==> src/rtl/stopwatch_core_if.sv <==
// Signal bundle between the frequency divider / buttons and the stopwatch core.
// The slave side is the stopwatch; the master side drives divider and button levels.
interface stopwatch_core_if;
  logic       clk100Hz;
  logic       clk1000Hz;
  logic       start_stop;
  logic       clear;
  logic       running;
  logic [7:0] min_bcd;
  logic [7:0] sec_bcd;
  logic [7:0] cs_bcd;
  logic       wrap;
  logic [5:0] an;
  logic [6:0] seg;
  logic       dp;

  modport slave (
    input  clk100Hz, clk1000Hz, start_stop, clear,
    output running, min_bcd, sec_bcd, cs_bcd, wrap, an, seg, dp
  );

  modport master (
    output clk100Hz, clk1000Hz, start_stop, clear,
    input  running, min_bcd, sec_bcd, cs_bcd, wrap, an, seg, dp
  );
endinterface

==> src/rtl/stopwatch_core.sv <==
// MM:SS.cc stopwatch: synchronizes divider/button levels, runs a BCD count chain
// under an IDLE/RUN/PAUSE FSM, and scans six 7-segment digits.
module stopwatch_core (
  input  logic             clk,
  input  logic             rst,
  stopwatch_core_if.slave  sw
);
  typedef enum logic [1:0] {IDLE, RUN, PAUSE} state_t;

  // bit order: {clear, start_stop, clk1000Hz, clk100Hz}
  logic [3:0] raw, s1, s2, s3;
  logic       ev100, ev1k, ss_ev, clr_ev;

  state_t     state_q, state_d;
  logic       zero, inc;
  logic [7:0] cs_q, sec_q, min_q;
  logic [7:0] cs_n, sec_n, min_n;
  logic       c0, c1, c2;
  logic       wrap_q;

  logic [2:0] idx_q;
  logic [3:0] digit;
  logic [5:0] an_q;
  logic [6:0] seg_q;
  logic       dp_q;

  assign raw = {sw.clear, sw.start_stop, sw.clk1000Hz, sw.clk100Hz};

  // Reset preloads all stages with the live level so release cannot fake an edge.
  always_ff @(posedge clk) begin
    if (rst) begin
      s1 <= raw;
      s2 <= raw;
      s3 <= raw;
    end else begin
      s1 <= raw;
      s2 <= s1;
      s3 <= s2;
    end
  end

  assign ev100  = s2[0] ^ s3[0];
  assign ev1k   = s2[1] ^ s3[1];
  assign ss_ev  = s2[2] & ~s3[2];
  assign clr_ev = s2[3] & ~s3[3];

  always_ff @(posedge clk) begin
    if (rst) state_q <= IDLE;
    else     state_q <= state_d;
  end

  always_comb begin
    state_d = state_q;
    zero    = 1'b0;
    case (state_q)
      IDLE:  if (ss_ev) state_d = RUN;
      RUN:   if (ss_ev) state_d = PAUSE;
      PAUSE: begin
        if (clr_ev) begin
          state_d = IDLE;
          zero    = 1'b1;
        end else if (ss_ev) begin
          state_d = RUN;
        end
      end
      default: state_d = IDLE;
    endcase
  end

  // A tick landing on the same cycle as a start/stop edge is dropped.
  assign inc = (state_q == RUN) && ev100 && !ss_ev;

  function automatic logic [7:0] inc8(input logic [7:0] v, input logic [3:0] tmax);
    if (v[3:0] != 4'd9)      inc8 = {v[7:4], v[3:0] + 4'd1};
    else if (v[7:4] != tmax) inc8 = {v[7:4] + 4'd1, 4'd0};
    else                     inc8 = 8'h00;
  endfunction

  always_comb begin
    c0    = (cs_q == 8'h99);
    c1    = c0 && (sec_q == 8'h59);
    c2    = c1 && (min_q == 8'h59);
    cs_n  = inc8(cs_q, 4'd9);
    sec_n = inc8(sec_q, 4'd5);
    min_n = inc8(min_q, 4'd5);
  end

  always_ff @(posedge clk) begin
    if (rst || zero) begin
      cs_q   <= 8'h00;
      sec_q  <= 8'h00;
      min_q  <= 8'h00;
      wrap_q <= 1'b0;
    end else begin
      wrap_q <= 1'b0;
      if (inc) begin
        cs_q <= cs_n;
        if (c0) sec_q <= sec_n;
        if (c1) min_q <= min_n;
        wrap_q <= c2;
      end
    end
  end

  always_ff @(posedge clk) begin
    if (rst)       idx_q <= 3'd0;
    else if (ev1k) idx_q <= (idx_q == 3'd5) ? 3'd0 : idx_q + 3'd1;
  end

  always_comb begin
    digit = 4'd0;
    case (idx_q)
      3'd0: digit = cs_q[3:0];
      3'd1: digit = cs_q[7:4];
      3'd2: digit = sec_q[3:0];
      3'd3: digit = sec_q[7:4];
      3'd4: digit = min_q[3:0];
      3'd5: digit = min_q[7:4];
      default: digit = 4'd0;
    endcase
  end

  function automatic logic [6:0] seg7(input logic [3:0] d);
    case (d)
      4'd0: seg7 = 7'b1000000;
      4'd1: seg7 = 7'b1111001;
      4'd2: seg7 = 7'b0100100;
      4'd3: seg7 = 7'b0110000;
      4'd4: seg7 = 7'b0011001;
      4'd5: seg7 = 7'b0010010;
      4'd6: seg7 = 7'b0000010;
      4'd7: seg7 = 7'b1111000;
      4'd8: seg7 = 7'b0000000;
      4'd9: seg7 = 7'b0010000;
      default: seg7 = 7'b1111111;
    endcase
  endfunction

  always_ff @(posedge clk) begin
    if (rst) begin
      an_q  <= 6'b111110;
      seg_q <= 7'b1000000;
      dp_q  <= 1'b1;
    end else begin
      an_q  <= ~(6'd1 << idx_q);
      seg_q <= seg7(digit);
      dp_q  <= !((idx_q == 3'd2) || (idx_q == 3'd4));
    end
  end

  assign sw.running = (state_q == RUN);
  assign sw.cs_bcd  = cs_q;
  assign sw.sec_bcd = sec_q;
  assign sw.min_bcd = min_q;
  assign sw.wrap    = wrap_q;
  assign sw.an      = an_q;
  assign sw.seg     = seg_q;
  assign sw.dp      = dp_q;
endmodule

==> src/flat_wrapper.sv <==
// flat-port wrapper written by rule: the top's interface ports become plain ports
module stopwatch_core_flat 
  (clk, rst, sw_clk100Hz, sw_clk1000Hz, sw_start_stop, sw_clear, sw_running, sw_min_bcd, sw_sec_bcd, sw_cs_bcd, sw_wrap, sw_an, sw_seg, sw_dp);
  stopwatch_core_if sw_i ();
  input  logic clk;
  input  logic rst;
  input wire logic [$bits(sw_i.clk100Hz)-1:0] sw_clk100Hz;
  input wire logic [$bits(sw_i.clk1000Hz)-1:0] sw_clk1000Hz;
  input wire logic [$bits(sw_i.start_stop)-1:0] sw_start_stop;
  input wire logic [$bits(sw_i.clear)-1:0] sw_clear;
  output wire logic [$bits(sw_i.running)-1:0] sw_running;
  output wire logic [$bits(sw_i.min_bcd)-1:0] sw_min_bcd;
  output wire logic [$bits(sw_i.sec_bcd)-1:0] sw_sec_bcd;
  output wire logic [$bits(sw_i.cs_bcd)-1:0] sw_cs_bcd;
  output wire logic [$bits(sw_i.wrap)-1:0] sw_wrap;
  output wire logic [$bits(sw_i.an)-1:0] sw_an;
  output wire logic [$bits(sw_i.seg)-1:0] sw_seg;
  output wire logic [$bits(sw_i.dp)-1:0] sw_dp;
  assign sw_i.clk100Hz = sw_clk100Hz;
  assign sw_i.clk1000Hz = sw_clk1000Hz;
  assign sw_i.start_stop = sw_start_stop;
  assign sw_i.clear = sw_clear;
  assign sw_running = sw_i.running;
  assign sw_min_bcd = sw_i.min_bcd;
  assign sw_sec_bcd = sw_i.sec_bcd;
  assign sw_cs_bcd = sw_i.cs_bcd;
  assign sw_wrap = sw_i.wrap;
  assign sw_an = sw_i.an;
  assign sw_seg = sw_i.seg;
  assign sw_dp = sw_i.dp;
  stopwatch_core u_core (.clk(clk), .rst(rst), .sw(sw_i));
endmodule
==> config.mk <==
export PLATFORM = sky130hd
export DESIGN_NAME = stopwatch_core_flat
export DESIGN_NICKNAME = d
export VERILOG_FILES = /design/src/rtl/stopwatch_core_if.sv /design/src/rtl/stopwatch_core.sv /design/src/flat_wrapper.sv
export SDC_FILE = /design/constraint.sdc
export NUM_CORES = 1
export LEC_CHECK = 0
export CAP_MARGIN = 40
export CORE_UTILIZATION = 40
export CTS_CLUSTER_SIZE = 28
export DETAILED_ROUTE_END_ITERATION = 16
export SLEW_MARGIN = 0
export SYNTH_ARGS = -nofsm -noshare
export SYNTH_HDL_FRONTEND = slang
export SYNTH_SLANG_ARGS = --single-unit
==> constraint.sdc <==
create_clock -name clk -period 3.3 [get_ports clk]
set_clock_uncertainty 0.05 [all_clocks]
set_input_delay 0.495 -clock clk [delete_from_list [all_inputs] [get_ports clk]]
set_output_delay 0.495 -clock clk [all_outputs]
set_load 0.01 [all_outputs]
==> flow_summary.html <==
<table>
<tr><th>Metric</th><th>Value</th></tr>
<tr><th colspan="2">Clock tree</th></tr>
<tr><td>Setup Buffers After CTS</td><td>0</td></tr>
<tr><td># H-tree levels</td><td>2</td></tr>
<tr><td>Root Buffer</td><td>clkbuf_8</td></tr>
<tr><td>Clock tree from TritonCTS</td><td>yes</td></tr>
<tr><td>Number of buffers added to fix hold violations after cts</td><td>0</td></tr>
<tr><td>Clock insertion delay at the later pin of the skew report</td><td>310 ps</td></tr>
<tr><td>Cts repair resizes</td><td>0</td></tr>
<tr><td>Maximum buffer depth of the clock tree</td><td>2</td></tr>
<tr><td>Sinks on Clock Net</td><td>56</td></tr>
<tr><td>Num CTS Buffers</td><td>5</td></tr>
<tr><td>Clock transition at the registers of the reported paths</td><td>100 ps</td></tr>
<tr><th colspan="2">Placed design</th></tr>
<tr><td>Cell total after placement</td><td>408</td></tr>
<tr><td>Placed inst area</td><td>0.00313 mm²</td></tr>
<tr><td>DP HPWL</td><td>4000 µm</td></tr>
<tr><td>GP Congestion</td><td>0.783</td></tr>
<tr><td>Total of buffers placed on input and output ports</td><td>45</td></tr>
<tr><td>Worst slack, placed</td><td>738 ps</td></tr>
<tr><th colspan="2">GRT</th></tr>
<tr><td>GR met3 Demand/Resource</td><td>0.0328</td></tr>
<tr><td>Met2 track utilization from global routing</td><td>0.268</td></tr>
<tr><td>Via count of the first global-routing pass</td><td>1996</td></tr>
<tr><td>Antenna violations before repair</td><td>0</td></tr>
<tr><td>Most Crowded Layer GR</td><td>met2</td></tr>
<tr><td>Total global routing track utilization</td><td>0.169</td></tr>
<tr><td>Overall overflow remaining after global route</td><td>0</td></tr>
<tr><td>Maximum number of pins on one net before global-route repair</td><td>27</td></tr>
<tr><td>Global-route wire length before repair</td><td>9600 µm</td></tr>
<tr><td>Global routing met1 resource utilization</td><td>0.234</td></tr>
<tr><th colspan="2">Pwr</th></tr>
<tr><td>Switching share of power</td><td>0.264</td></tr>
<tr><td>Worst vdd ir</td><td>0.000217 V</td></tr>
<tr><td>Static leakage</td><td>1.14 nW</td></tr>
<tr><td>Relative contribution of the clock network to total power</td><td>0.302</td></tr>
<tr><td>Total power consumption of the routed design</td><td>0.00126 W</td></tr>
<tr><td>Switch Pwr</td><td>0.000331 W</td></tr>
<tr><td>Combinational group share of total power</td><td>0.109</td></tr>
<tr><td>Internal power</td><td>0.000925 W</td></tr>
<tr><td>Proportion of power drawn by flip-flops and latches</td><td>0.588</td></tr>
<tr><td>Power per standard cell area</td><td>389 mW/mm²</td></tr>
<tr><th colspan="2">Final layout</th></tr>
<tr><td>Area delta synth-&gt;final</td><td>22.9%</td></tr>
<tr><td>Number of diodes added for antenna fixing</td><td>0</td></tr>
<tr><td>Final Cell Area</td><td>0.00323 mm²</td></tr>
<tr><td>Fraction of final layout cells with drive strength greater than 1</td><td>0.0590</td></tr>
<tr><td>Net count, final</td><td>350</td></tr>
<tr><td>Number of standard cells in the final layout excluding fillers</td><td>416</td></tr>
<tr><th colspan="2">Yosys</th></tr>
<tr><td>Top cells by count, synth</td><td>56 x dfxtp_1, 31 x nor2_1, 20 x nand2_1</td></tr>
<tr><td>Synth Cell Area</td><td>0.00263 mm²</td></tr>
<tr><td>Number of warnings issued by yosys</td><td>0</td></tr>
<tr><td>Gate count of the mapped netlist</td><td>297</td></tr>
<tr><td>Most used flip-flop cell after synthesis</td><td>dfxtp_1</td></tr>
<tr><td>Distinct cell type count of the synthesized netlist</td><td>50</td></tr>
<tr><td>Top-count cell post-synth</td><td>dfxtp_1</td></tr>
<tr><td>Biggest area consumer among synthesized cells</td><td>dfxtp_1</td></tr>
<tr><td>Post-synthesis register bit count</td><td>56</td></tr>
<tr><td>Leading cell types by total area after synthesis</td><td>dfxtp_1 43%, nor2_1 4.4%, o21ai_0 3.6%, mux2i_1 3.4%, a21oi_1 3.1%</td></tr>
<tr><td>Share of the synthesized area in the top cell type</td><td>0.427</td></tr>
<tr><td>Avg Inst Size Synth</td><td>8.84 µm²</td></tr>
<tr><td>Fraction of registers with async set or reset after synthesis</td><td>0</td></tr>
<tr><td>Synthesized netlist net count</td><td>309</td></tr>
<tr><td>Share of synthesized area occupied by flip-flops and latches</td><td>0.427</td></tr>
<tr><td>Post-synth EDFFs</td><td>0</td></tr>
<tr><th colspan="2">Min path</th></tr>
<tr><td>Hold Path Class</td><td>flip-flop to flip-flop</td></tr>
<tr><th colspan="2">Job</th></tr>
<tr><td>Number of max-cap violations</td><td>0</td></tr>
<tr><th colspan="2">Critical path</th></tr>
<tr><td>Crit path capture type</td><td>flip-flop</td></tr>
<tr><td>Class of the most critical setup path</td><td>flip-flop to flip-flop</td></tr>
<tr><td>Critical Path AT</td><td>2760 ps</td></tr>
<tr><td>Worst EP required</td><td>3460 ps</td></tr>
<tr><td>Critical Path Fanout Max</td><td>20</td></tr>
<tr><td>Kind of launch point of the worst setup path</td><td>flip-flop</td></tr>
<tr><th colspan="2">STA</th></tr>
<tr><td>Setup Total Neg Slack</td><td>0 ps</td></tr>
<tr><td>Final hold violation count</td><td>0</td></tr>
<tr><td>Setup slack after layout</td><td>702 ps</td></tr>
<tr><td>Time the final worst path needs with I/O delays and setup</td><td>2600 ps</td></tr>
<tr><td>Final max-slew violation count</td><td>0</td></tr>
<tr><td>Final worst-path cycle share</td><td>0.787</td></tr>
<tr><td>Transition time of the tightest slew-check pin</td><td>672 ps</td></tr>
<tr><td>Relative slew slack</td><td>0.551</td></tr>
<tr><td>Achievable clock frequency</td><td>385 MHz</td></tr>
<tr><td>Unrepaired setup endpoints after global routing</td><td>no</td></tr>
<tr><td>Finish-stage setup viols</td><td>0</td></tr>
<tr><th colspan="2">Run status</th></tr>
<tr><td>Outcome</td><td>finished, final reports clean</td></tr>
<tr><th colspan="2">Floorplan</th></tr>
<tr><td>Die Outline Area</td><td>0.00689 mm²</td></tr>
<tr><td>I/O pins</td><td>46</td></tr>
<tr><td>Initial core utilization</td><td>0.413</td></tr>
<tr><td>Area of the core region</td><td>0.00635 mm²</td></tr>
<tr><td>Die Span X</td><td>83.0 µm</td></tr>
<tr><td>Site row count</td><td>29</td></tr>
<tr><td>Die Height</td><td>83.0 µm</td></tr>
<tr><th colspan="2">Routing</th></tr>
<tr><td>Routed wire per std cell</td><td>13.5 µm</td></tr>
<tr><td>Total DRC errors in the routed layout</td><td>0</td></tr>
<tr><td>Number of optimization iterations in the first detailed-route pass</td><td>4</td></tr>
<tr><td>Total Routed Length</td><td>5630 µm</td></tr>
<tr><td>Post-DRT Antenna Nets</td><td>0</td></tr>
<tr><td>Iteration-0 DRC count of the detailed router</td><td>71</td></tr>
<tr><td>Vias after detailed routing</td><td>2186</td></tr>
<tr><td>Vias per Instance</td><td>5.25</td></tr>
</table>
-- cells in the final DEF, fill, tap and decap left out, types with 3 or more instances in the layout --
master / count
nor2b_1: 6
o21a_1: 3
xnor2_1: 5
nand3_1: 7
nor4_1: 3
xor2_1: 7
mux2i_1: 9
a21oi_1: 16
a31oi_1: 6
or3_1: 5
clkdlybuf4s50_1: 45
nand4_1: 7
nor2_1: 31
nand3b_1: 5
nor3_1: 9
dfxtp_1: 56
o21ai_0: 19
ha_1: 6
inv_1: 17
and2_1: 4
nand2b_1: 9
nand2_1: 20
clkbuf_8: 5
-- cells by family after synthesis --
family	synth area share
AOI/OAI and AO/OA	0.135
xor gates and xnor gates	0.0400
adders and majority gates	0.0286
buffers and inverters	0.0443
DFF	0.427
muxes	0.0515
and+or+nand+nor	0.274
-- power by group through the flow --
stage          registers, W  clock network (W)  logic, W
6_report           0.000739           0.000379  0.000138
5_1_grt            0.000745           0.000419  0.000153
4_1_cts            0.000740           0.000389  0.000139
3_5_place_dp       0.000755                  0  0.000138
3_3_place_gp       0.000754                  0  0.000138
2_1_floorplan      0.000739                  0  0.000104
-- layout make-up --
type	count	area, µm²
clock inverter	3	23.8
sequential	56	1120
tap	77	96.3
inverter	17	63.8
multi-input combinational	211	1390
clock buffer	5	68.8
timing repair buffer	47	465
fill	608	3120
-- state kept, by name, indices dropped and copies added (netlist names) --
name / flops
u_core.sw.seg: 7
u_core.sw.dp: 1
u_core.state_q: 2
u_core.sw.cs_bcd: 8
u_core.s2: 4
u_core.idx_q: 3
u_core.sw.min_bcd: 8
u_core.s3: 4
u_core.sw.wrap: 1
u_core.sw.sec_bcd: 8
u_core.sw.an: 6
u_core.s1: 4
-- routing by layer --
layer	part of all wire	vias up
met3	0.038	6
met1	0.49	1000
li1	-	1126
met2	0.46	54
met5	0	-
met4	0.011	0
-- through the flow --
stage	hold slack, ps	utilization
2_1_floorplan	365	-
3_3_place_gp	372	0.494
3_5_place_dp	387	0.494
4_1_cts	404	0.508
5_1_grt	431	0.508
6_report	394	0.508
-- worst max-delay path, cell delays in order (launching register included) --
cell,delay [ps]
dfxtp_1,770
and2_1,220
ha_1,270
nand2_1,80
o21ai_0,120
a21o_1,190
inv_1,110
ha_1,220
mux2_2,260
a221oi_1,220
-- worst paths after layout --
kind,startpoint,to,slack (ps),cells after the start
hold / removal,u_core.s1[0],u_core.s2[0],390,2
setup / recovery,u_core.idx_q[0],u_core.sw.seg[4],700,9
setup reg to reg,u_core.idx_q[0],u_core.sw.seg[4],700,9
hold reg to reg,u_core.s1[0],u_core.s2[0],390,2
Note: power is estimated with default switching activity, not from simulation.
